<file path="config.mk">
export PLATFORM = sky130hd
export DESIGN_NAME = max_finder_thr
export DESIGN_NICKNAME = d
export VERILOG_FILES = /design/src/rtl/max_finder_pkg.sv /design/src/rtl/sat_counter.sv /design/src/rtl/max_finder_thr.sv
export SDC_FILE = /design/constraint.sdc
export NUM_CORES = 1
export LEC_CHECK = 0
export CORE_MARGIN = 3
export CORE_UTILIZATION = 57
export CTS_CLUSTER_SIZE = 24
export DETAILED_ROUTE_END_ITERATION = 10
export PLACE_DENSITY_LB_ADDON = 0.08
export REMOVE_ABC_BUFFERS = 1
export SKIP_LAST_GASP = 1
export SYNTH_ARGS = -nofsm -noshare
export SYNTH_HDL_FRONTEND = slang
export SYNTH_HIERARCHICAL = 1
export SYNTH_SLANG_ARGS = --single-unit
</file>
<file path="constraint.sdc">
create_clock -name clk_in -period 8.5 [get_ports clk_in]
set_clock_uncertainty 0.2 [all_clocks]
set_input_delay 1.275 -clock clk_in [delete_from_list [all_inputs] [get_ports clk_in]]
set_output_delay 1.275 -clock clk_in [all_outputs]
set_load 0.02 [all_outputs]
</file>
<file path="src/rtl/max_finder_pkg.sv">
// Shared types and default widths for the per-line peak detector.
package max_finder_pkg;

   localparam int unsigned DATA_W = 8;
   localparam int unsigned POS_W  = 9;
   localparam int unsigned CNT_W  = 10;

   typedef enum logic {
      IDLE  = 1'b0,
      ACCUM = 1'b1
   } state_t;

endpackage

</file>
<file path="src/rtl/sat_counter.sv">
// Up-counter with synchronous clear that sticks at all-ones.
module sat_counter #(
   parameter int unsigned CNT_W = 10
) (
   input  logic             clk,
   input  logic             rst_n,
   input  logic             clear,
   input  logic             inc,
   output logic [CNT_W-1:0] count
);

   // Clear has priority; increments stop once the counter is full.
   always_ff @(posedge clk or negedge rst_n) begin
      if (!rst_n) begin
         count <= '0;
      end else if (clear) begin
         count <= '0;
      end else if (inc && (count != '1)) begin
         count <= count + CNT_W'(1);
      end
   end

endmodule

</file>
<file path="src/rtl/max_finder_thr.sv">
// Per-line peak detector: running max/position, threshold hit span and count,
// results published one cycle after line_end with a one-cycle strobe.
module max_finder_thr #(
   parameter int unsigned DATA_W   = max_finder_pkg::DATA_W,
   parameter int unsigned POS_W    = max_finder_pkg::POS_W,
   parameter int unsigned CNT_W    = max_finder_pkg::CNT_W,
   parameter bit          TIE_LAST = 1'b0
) (
   input  logic              clk_in,
   input  logic              rst_n,
   input  logic              start,
   input  logic              data_valid,
   input  logic [DATA_W-1:0] data_in,
   input  logic [POS_W-1:0]  data_pos,
   input  logic              line_end,
   input  logic [DATA_W-1:0] threshold,
   output logic [DATA_W-1:0] max_value,
   output logic [POS_W-1:0]  max_pos,
   output logic [POS_W-1:0]  first_pos,
   output logic [POS_W-1:0]  last_pos,
   output logic [CNT_W-1:0]  above_cnt,
   output logic              peak_found,
   output logic              result_valid,
   output logic              busy
);

   import max_finder_pkg::*;

   state_t              state;
   logic [DATA_W-1:0]   thr;
   logic [DATA_W-1:0]   run_max;
   logic [POS_W-1:0]    run_pos;
   logic [POS_W-1:0]    run_first;
   logic [POS_W-1:0]    run_last;
   logic                run_seen;
   logic [CNT_W-1:0]    run_cnt;
   logic                done_pend;

   logic                accept_c;
   logic                hit_c;
   logic                take_c;

   // Sample qualification: start discards the coincident sample.
   always_comb begin
      accept_c = 1'b0;
      hit_c    = 1'b0;
      take_c   = 1'b0;
      accept_c = (state == ACCUM) && !start && data_valid;
      hit_c    = accept_c && (data_in >= thr);
      take_c   = accept_c && (!run_seen || (data_in > run_max) ||
                              (TIE_LAST && (data_in == run_max)));
   end

   sat_counter #(
      .CNT_W (CNT_W)
   ) u_sat_counter (
      .clk   (clk_in),
      .rst_n (rst_n),
      .clear (start),
      .inc   (hit_c),
      .count (run_cnt)
   );

   // Line FSM, running accumulators and published result registers.
   always_ff @(posedge clk_in or negedge rst_n) begin
      if (!rst_n) begin
         state        <= IDLE;
         thr          <= '0;
         run_max      <= '0;
         run_pos      <= '0;
         run_first    <= '0;
         run_last     <= '0;
         run_seen     <= 1'b0;
         done_pend    <= 1'b0;
         max_value    <= '0;
         max_pos      <= '0;
         first_pos    <= '0;
         last_pos     <= '0;
         above_cnt    <= '0;
         peak_found   <= 1'b0;
         result_valid <= 1'b0;
         busy         <= 1'b0;
      end else begin
         result_valid <= 1'b0;
         done_pend    <= 1'b0;

         // Publish the line closed on the previous edge (uses pre-clear values).
         if (done_pend) begin
            max_value    <= run_max;
            max_pos      <= run_pos;
            first_pos    <= run_first;
            last_pos     <= run_last;
            above_cnt    <= run_cnt;
            peak_found   <= (run_cnt != '0);
            result_valid <= 1'b1;
         end

         if (start) begin
            state     <= ACCUM;
            busy      <= 1'b1;
            thr       <= threshold;
            run_max   <= '0;
            run_pos   <= '0;
            run_first <= '0;
            run_last  <= '0;
            run_seen  <= 1'b0;
         end else if (state == ACCUM) begin
            if (take_c) begin
               run_max  <= data_in;
               run_pos  <= data_pos;
               run_seen <= 1'b1;
            end
            if (hit_c) begin
               if (run_cnt == '0) begin
                  run_first <= data_pos;
               end
               run_last <= data_pos;
            end
            if (line_end) begin
               state     <= IDLE;
               busy      <= 1'b0;
               done_pend <= 1'b1;
            end
         end
      end
   end

endmodule

</file>
# Word level (Yosys, flattened, before mapping)
# Cells that the tools add are included.
# op_classes
addsub,1
n_lt_le_gt_ge,2
n_eq_ne,1
n_mux,28
n_reduce_logical,20
# op_table
cell,n
$mux W9,10
$mux W8,3
$mux W10,2
$mux W1,13
$reduce_bool A2 Y1,6
$add A10 B1 Y10 const B,1
$logic_not A10 Y1,1
$ne A10 B10 Y1 const B,1
$reduce_bool A10 Y1,1
$ge A8 B8 Y1,1
$gt A8 B8 Y1,1
$reduce_and A2 Y1,3
$logic_and A1 B1 Y1,5
$reduce_and A3 Y1,1
$logic_not A1 Y1,2
$logic_or A1 B1 Y1,1
# totals
ff_bits,104
in_bits,30
word_cells,69

# Depth between registers and ports, before layout
# Gate-level depths: netlist of run 1.
# depth
word_depth,7
mapped_depth,11
ltp_nobuf,11

# Modules after synthesis
# Netlist of run 1, hierarchy kept.
# modules_own_cells
mod,instances,cells_each,area_per_inst_um2,seq_area_each_um2
max_finder_thr,1,315,4091.4,2352.3
sat_counter,1,55,536.8,250.2

# Worst setup path before layout of run 1
# Ideal clock, no wire load.
# synth_path
kind,input to register
startpoint,in data_in[7]
endpoint,reg u_sat_counter.count[7]
setup_ps,78
t_arrival_ps,3459
t_required_ps,8222
path_slack_ps,4763
path_stages,10
path_cell_list,ha_1 > and3_1 > o211ai_1 > o21ai_2 > nand2_2 > inv_1 > and4_4 > nand3_4 > or4_1 > a21oi_1
# synth_between
elab_chain_cells,4
# synth_lines
item,line,source
start: declaration,max_finder_thr.sv:13,"input logic [DATA_W-1:0] data_in,"
$ge A8 B8 Y1,max_finder_thr.sv:49,hit_c = accept_c && (data_in >= thr);
$logic_and A1 B1 Y1,max_finder_thr.sv:49,
net hit_c,max_finder_thr.sv:40,logic hit_c;
$logic_and A1 B1 Y1,sat_counter.sv:18,end else if (inc && (count != '1)) begin
$reduce_bool A2 Y1 (no source line),-,
end signal: assignment,sat_counter.sv:19,count <= count + CNT_W'(1);
end: declaration,sat_counter.sv:9,output logic [CNT_W-1:0] count
# The timed path passes the listed nets, and every way through them passes these cells.
# A chain may end at the register's enable or synchronous reset.

# Final worst setup path of run 1
# layout_path
startpoint,in data_in[6]
endpoint,reg u_sat_counter.count[7]
# The elaborated chain is that of the path after synthesis.

==> results.md, run 1 <==
- Seq/Total Area, Yosys: 56.2%
- Via Count: 3,100
- Sequential power share: 53.6%
- Cts-stage hold buffer count: 0
- Final Hold Fails: 0
- Yosys warnings: 6
- Final Core Density: 72.6%
- Critical Path Sink Type: register
- ANT cells: 0
- Share of cells above drive strength 1: 22.3%
- Critical Path RT: 8.57 ns
- Largest net degree at the start of global routing: 62
- Post-route clock period utilization: 50.5%
- R2R Path Start: thr[6]
- Internal power: 752 uW
- CTS tree: yes
- RSZ-0062 raised after global routing: false
- Core Box Area: 7810 um^2
- Hold Path Class: reg -> reg
- Mean routed wirelength per cell: 16.9 um
- Hold_ws: 0.297 ns
- Dpl cell area: 5480 um^2
- Commonest non-fill, non-tap cell in the layout: dfrtp_1
- 1st-iter DRT viols: 209
- Number of synthesized flops with an enable pin: 0
- Post-synthesis xor/xnor area fraction: 0.189%
- DR pass1 iterations: 4
- Total track usage: 21.5%
- Cell variety after synth: 42
- WS Path Type: in -> reg
- Register area: 2600 um^2
- Maxcap violations: 0
- Hold path startpoint: run_pos[0]
- Post-route ant nets: 0
- Clk Latency, worst-skew pair: 0.35 ns
- Fill cell count: 543
- Yosys reg bits: 104
- Count of final setup violators: 0
- Critical path startpoint: data_in[6]
- Die H: 96.1 um
- CTS max path bufs: 2
- DRC Markers: 0
- Post-synth top area share: 56.2%
- Vias in the first global route: 3,140
- Via-to-Cell Ratio: 5.60
- Max VDD drop: 0.111 mV
- Slew of the pin with the lowest slew margin: 1.09 ns
- Multi-input gate area: 1880 um^2
- Cells after Synth: 370
- Design area: 5670 um^2
- Max Slew Vio Count: 0
- Post-synthesis compound-gate area fraction: 7.79%
- Syn_area_per_cell: 12.5 um^2
- Pwr dens: 181 nW/um^2
- Share of total power in the clock network: 29.1%
- P_leak: 2.63 nW
- GPL Wtd Cong: 0.849
- Mapped Area: 4630 um^2
- Initial Utilization: 59.3%
- Setup Total Neg Slack: 0 ns
- CTS Buf Count: 9
- Combinational power share: 17.3%
- Critical path fanouts, max: 10
- Total Power: 1.03 mW
- FFs w/ async S/R, synth: 100%
- CP arrival: 4.36 ns
- Synth Flop Type: dfrtp_1
- Die Width: 96.1 um
- Final net count: 494
- IO Pins: 78
- Most frequent cells in the layout: 103 x dfrtp_1, 75 x clkdlybuf4s50_1, 71 x mux2_2, 21 x nor2b_1, 20 x inv_1
- Area growth syn-to-layout: 22.5%
- Clock-pin transition on the worst setup and hold timing paths: 0.09 ns
- Clock sinks: 104
- Largest family of logic cells by synthesized area: multiplexers
- Startpoint types: primary input
- # rows: 32
- Synth area leaders: dfrtp_1 56%, mux2_2 17%, ha_1 4.6%
- Simple-gate area share of the yosys netlist: 10.2%
- Post-synthesis adder-cell area fraction: 4.60%
- Slew margin rel.: 27.6%
- Die area: 9240 um^2
- Mux cell area share after synthesis: 17.9%
- # port buffers: 77
- H-tree levels: 3
- NetSw: 274 uW
- Resized cells post-CTS: 0
- Net Sw Frac: 26.7%
- First-pass GRT wire length: 15,300 um
- Root Driver: clkbuf_8
- Tmin final: 4.29 ns
- Achievable clock frequency: 233 MHz
- Status: finished clean
- Postcts setup bufs: 0
- DPL Wire Length: 6350 um
- Remaining Overflow, GRT: 0
- Initial antenna violation count: 0
- Post-Route WL: 9380 um
- Most area-hungry cell type in the Yosys netlist: dfrtp_1
worst paths after layout:
path	end	slack [ns]	cells past startpoint
setup / recovery	u_sat_counter/count[7]	4.21	11
hold / removal	max_pos[0]	0.30	1
setup reg to reg	u_sat_counter/count[7]	5.22	11
hold reg to reg	max_pos[0]	0.30	1
max in group asynchronous	first_pos[2]	6.23	2
min in group asynchronous	max_value[6]	0.70	1
logic make-up after synthesis:
kind of cell	count (synthesis)
compound gates	55
flops	104
mux	74
buf+inv	35
simple gates	84
xor+xnor	1
fa+ha+maj	17
area by class of cell:
cell class / count / area share [%]
clock buffer: 10 / 2.25
multi-input combinational: 231 / 33.2
timing repair buffer: 81 / 14.0
clock inverter: 6 / 1.06
sequential: 104 / 45.9
inverter: 20 / 1.32
tap: 102 / 2.25
per-stage QoR:
step / setup slack, ns / cells
2_1_floorplan: 4.76 / 355
5_1_grt: 4.08 / 554
6_report: 4.21 / 554
3_3_place_gp: 3.98 / 538
3_5_place_dp: 3.90 / 538
4_1_cts: 4.26 / 554
routing by layer:
layer	routed length [um]	vias up	track usage, %	part of all wire [%]
li1	-	1466	-	-
met1	4300	1550	30.6	46
met2	4590	78	34.1	49
met3	388	6	4.38	4.1
met4	99	0	5.33	1.1
met5	0	-	0	0
worst max-delay path, cell delays in order:
cell	delay, ns
clkdlybuf4s50_1	0.45
ha_1	0.32
and3_1	0.18
o211ai_1	0.13
o21ai_2	0.43
nand2_2	0.29
inv_1	0.21
and4_4	0.28
nand3_4	0.10
or4_1	0.52
a21oi_1	0.16
registers in the layout (all words and copies together), names as in the netlist:
name                 count
above_cnt               10
u_sat_counter/count     10
first_pos                9
last_pos                 9
max_pos                  9
run_first                9
run_last                 9
run_pos                  9
max_value                8
run_max                  8
thr                      8
busy                     1
done_pend                1
peak_found               1
result_valid             1
run_seen                 1
state                    1
synthesized netlist by cell type (all sizes together), types with 6 or more instances:
cell      n
nor2b    21
clkbuf   11
dfrtp   104
a21oi    18
ha       17
nor2     15
nand3     6
mux2     71
nand2    15
nand4    11
o21ai    18
inv      20
power groups by stage:
stage	registers (mW)	clock network [mW]	logic (mW)
final	0.550	0.298	0.178
after global routing	0.555	0.328	0.194
after CTS	0.551	0.306	0.180
after detailed placement	0.560	0	0.179
after global placement	0.559	0	0.175
after floorplan	0.579	0	0.0678
Note: power is estimated with default switching activity, not from simulation.
==> run 2: changes to the inputs <==
- CORE_UTILIZATION: 57 -> 53
- clock period: 8.5 -> 4 ns (I/O delays scaled with it)
==> results.md, run 2 (synthesis results as in run 1) <==
- # rows: 33 (+3.1%)
- CTS max path bufs: 2 (unchanged)
- Initial antenna violation count: 0 (unchanged)
- GPL Wtd Cong: 0.861 (+1.5%)
- Critical path fanouts, max: 6 (-4)
- Core Box Area: 8340 um^2 (+6.8%)
- Slowest-stage cell, CP: or4_1
- Root Driver: clkbuf_8
- Vias in the first global route: 3,094 (-1.5%)
- CTS tree: yes
- Share of cells above drive strength 1: 23.1% (+0.73 points)
- Largest net degree at the start of global routing: 61 (-1.6%)
- Biggest regs: above_cnt: 10 flops, u_sat_counter/count: 10 flops
- Mean routed wirelength per cell: 16.5 um (-2.3%)
- Slew of the pin with the lowest slew margin: 1.09 ns (+0.00671 ns)
- DPL Wire Length: 6280 um (-1.2%)
- Critical Path Sink Type: register
- Achievable clock frequency: 332 MHz
- Post-Route WL: 9270 um (-1.2%)
- Commonest non-fill, non-tap cell in the layout: dfrtp_1
- Final WS setup: 0.992 ns (-3.22 ns)
- Critical Path RT: 4.09 ns (-4.48 ns)
- Slew margin rel.: 27.2% (-0.45 points)
- Die area: 9890 um^2 (+7.1%)
- Postcts setup bufs: 0 (unchanged)
- Clock-pin transition on the worst setup and hold timing paths: 0.10 ns (about the same)
- RSZ-0062 raised after global routing: false
- WP buf/inv: 2 (unchanged)
- CP arrival: 3.09 ns (-1.27 ns)
- P_leak: 2.65 nW (+0.59%)
- DRC Markers: 0 (unchanged)
- WS Path Type: in -> reg
- Most frequent cells in the layout: 103 x dfrtp_1, 75 x clkdlybuf4s50_1, 71 x mux2_2, 21 x nor2b_1, 20 x inv_1
- Setup WS pre-CTS: 0.615 ns (-3.28 ns)
- Maxcap violations: 0 (unchanged)
- ANT cells: 0 (unchanged)
- CP Cell Sequence: clkdlybuf4s50_1, ha_1, and3_1, o211ai_1, o21ai_2, nand2_2, inv_1, and4_4, nand3_4, or4_1, a21oi_1
- Resized cells post-CTS: 0 (unchanged)
- Total track usage: 20.1% (-1.5 points)
- Die Width: 99.4 um (+3.5%)
- # port buffers: 77 (unchanged)
- Total Power: 2.16 mW (+110%)
- Max Slew Vio Count: 0 (unchanged)
- Setup Total Neg Slack: 0 ns (unchanged)
- DR pass1 iterations: 6 (+2)
- First-pass GRT wire length: 15,700 um (+2.3%)
- H-tree levels: 3 (unchanged)
- 1st-iter DRT viols: 113 (-46%)
- Dpl cell area: 5530 um^2 (+0.84%)
- Count of final setup violators: 0 (unchanged)
- Initial Utilization: 55.5% (-3.8 points)
- Area growth syn-to-layout: 23.3%
- Tmin final: 3.01 ns
- Remaining Overflow, GRT: 0 (unchanged)
- Final net count: 498 (+0.81%)
- Post-route clock period utilization: 75.2%
- Die H: 99.4 um (+3.5%)
- Final Hold Fails: 0 (unchanged)
- Crit-path leading delay family: simple AND/OR/NAND/NOR gates
- Status: finished clean
- CP max stage delay: 0.49 ns (-0.03 ns)
- Clock sinks: 104 (unchanged)
- Via Count: 3,112 (+0.39%)
- IO Pins: 78 (unchanged)
- Max VDD drop: 0.234 mV (+110%)
- Hold Path Class: in -> async
- Clk Latency, worst-skew pair: 0.36 ns (about the same)
- CTS Buf Count: 9 (unchanged)
- Design area: 5710 um^2 (+0.62%)
- Cts-stage hold buffer count: 0 (unchanged)
- Pwr dens: 378 nW/um^2 (+110%)
- Post-route ant nets: 0 (unchanged)
- Via-to-Cell Ratio: 5.56 (-0.69%)
- Startpoint types: primary input
[run 2: metal layers]
metal,GRT usage (%),part of all wire [%],vias to the layer above
li1,-,-,1481
met1,28.2,47,1549
met2,31.9,48,70
met3,3.37,4.0,12
met4,6.93,1.5,0
met5,0,0,-
[run 2: worst register-to-register path, stage by stage, from the launching register on]
cell and delay (ns):
dfrtp_1 0.33, inv_1 0.05, ha_1 0.28, and3_1 0.18, o211ai_1 0.13, o21ai_2 0.20, nand2_2 0.07, inv_1 0.13
and4_4 0.27, nand3_4 0.10, or4_1 0.49, a21oi_1 0.16
[run 2: where the power goes]
part	switching [mW]	internal, mW	total [mW]
sequential	0.0455	1.12	1.17
clock	0.372	0.233	0.604
combinational	0.189	0.194	0.384
total	0.607	1.55	2.16
[run 2: cell type report]
class                   count  area [um^2]
clock buffers               9          124
clock inverters             6         52.6
fillers                   625         2630
inverters                  20         75.1
multi-input cells         231         1880
flip-flops and latches    104         2600
well taps                 105          131
repair buffers             85          836
[run 2: worst paths after layout]
| path | startpoint | endpoint | slack (ns) | cells past startpoint |
|---|---|---|---|---|
| setup / recovery | data_in[7] | u_sat_counter/count[9] | 0.99 | 11 |
| hold / removal | rst_n | result_valid | 0.07 | 1 |
| setup reg to reg | thr[7] | u_sat_counter/count[9] | 1.34 | 11 |
| hold reg to reg | run_seen | run_seen | 0.29 | 1 |
| max in group asynchronous | rst_n | done_pend | 2.81 | 2 |
| min in group clk_in | run_seen | run_seen | 0.29 | 1 |
[run 2: metrics by stage]
stage          cells  hold WS, ns  utilization (%)
2_1_floorplan    355        0.104                -
3_3_place_gp     545        0.266             66.3
3_5_place_dp     545        0.270             66.3
4_1_cts          560       0.0881             68.4
5_1_grt          560        0.106             68.4
6_report         560       0.0700             68.4
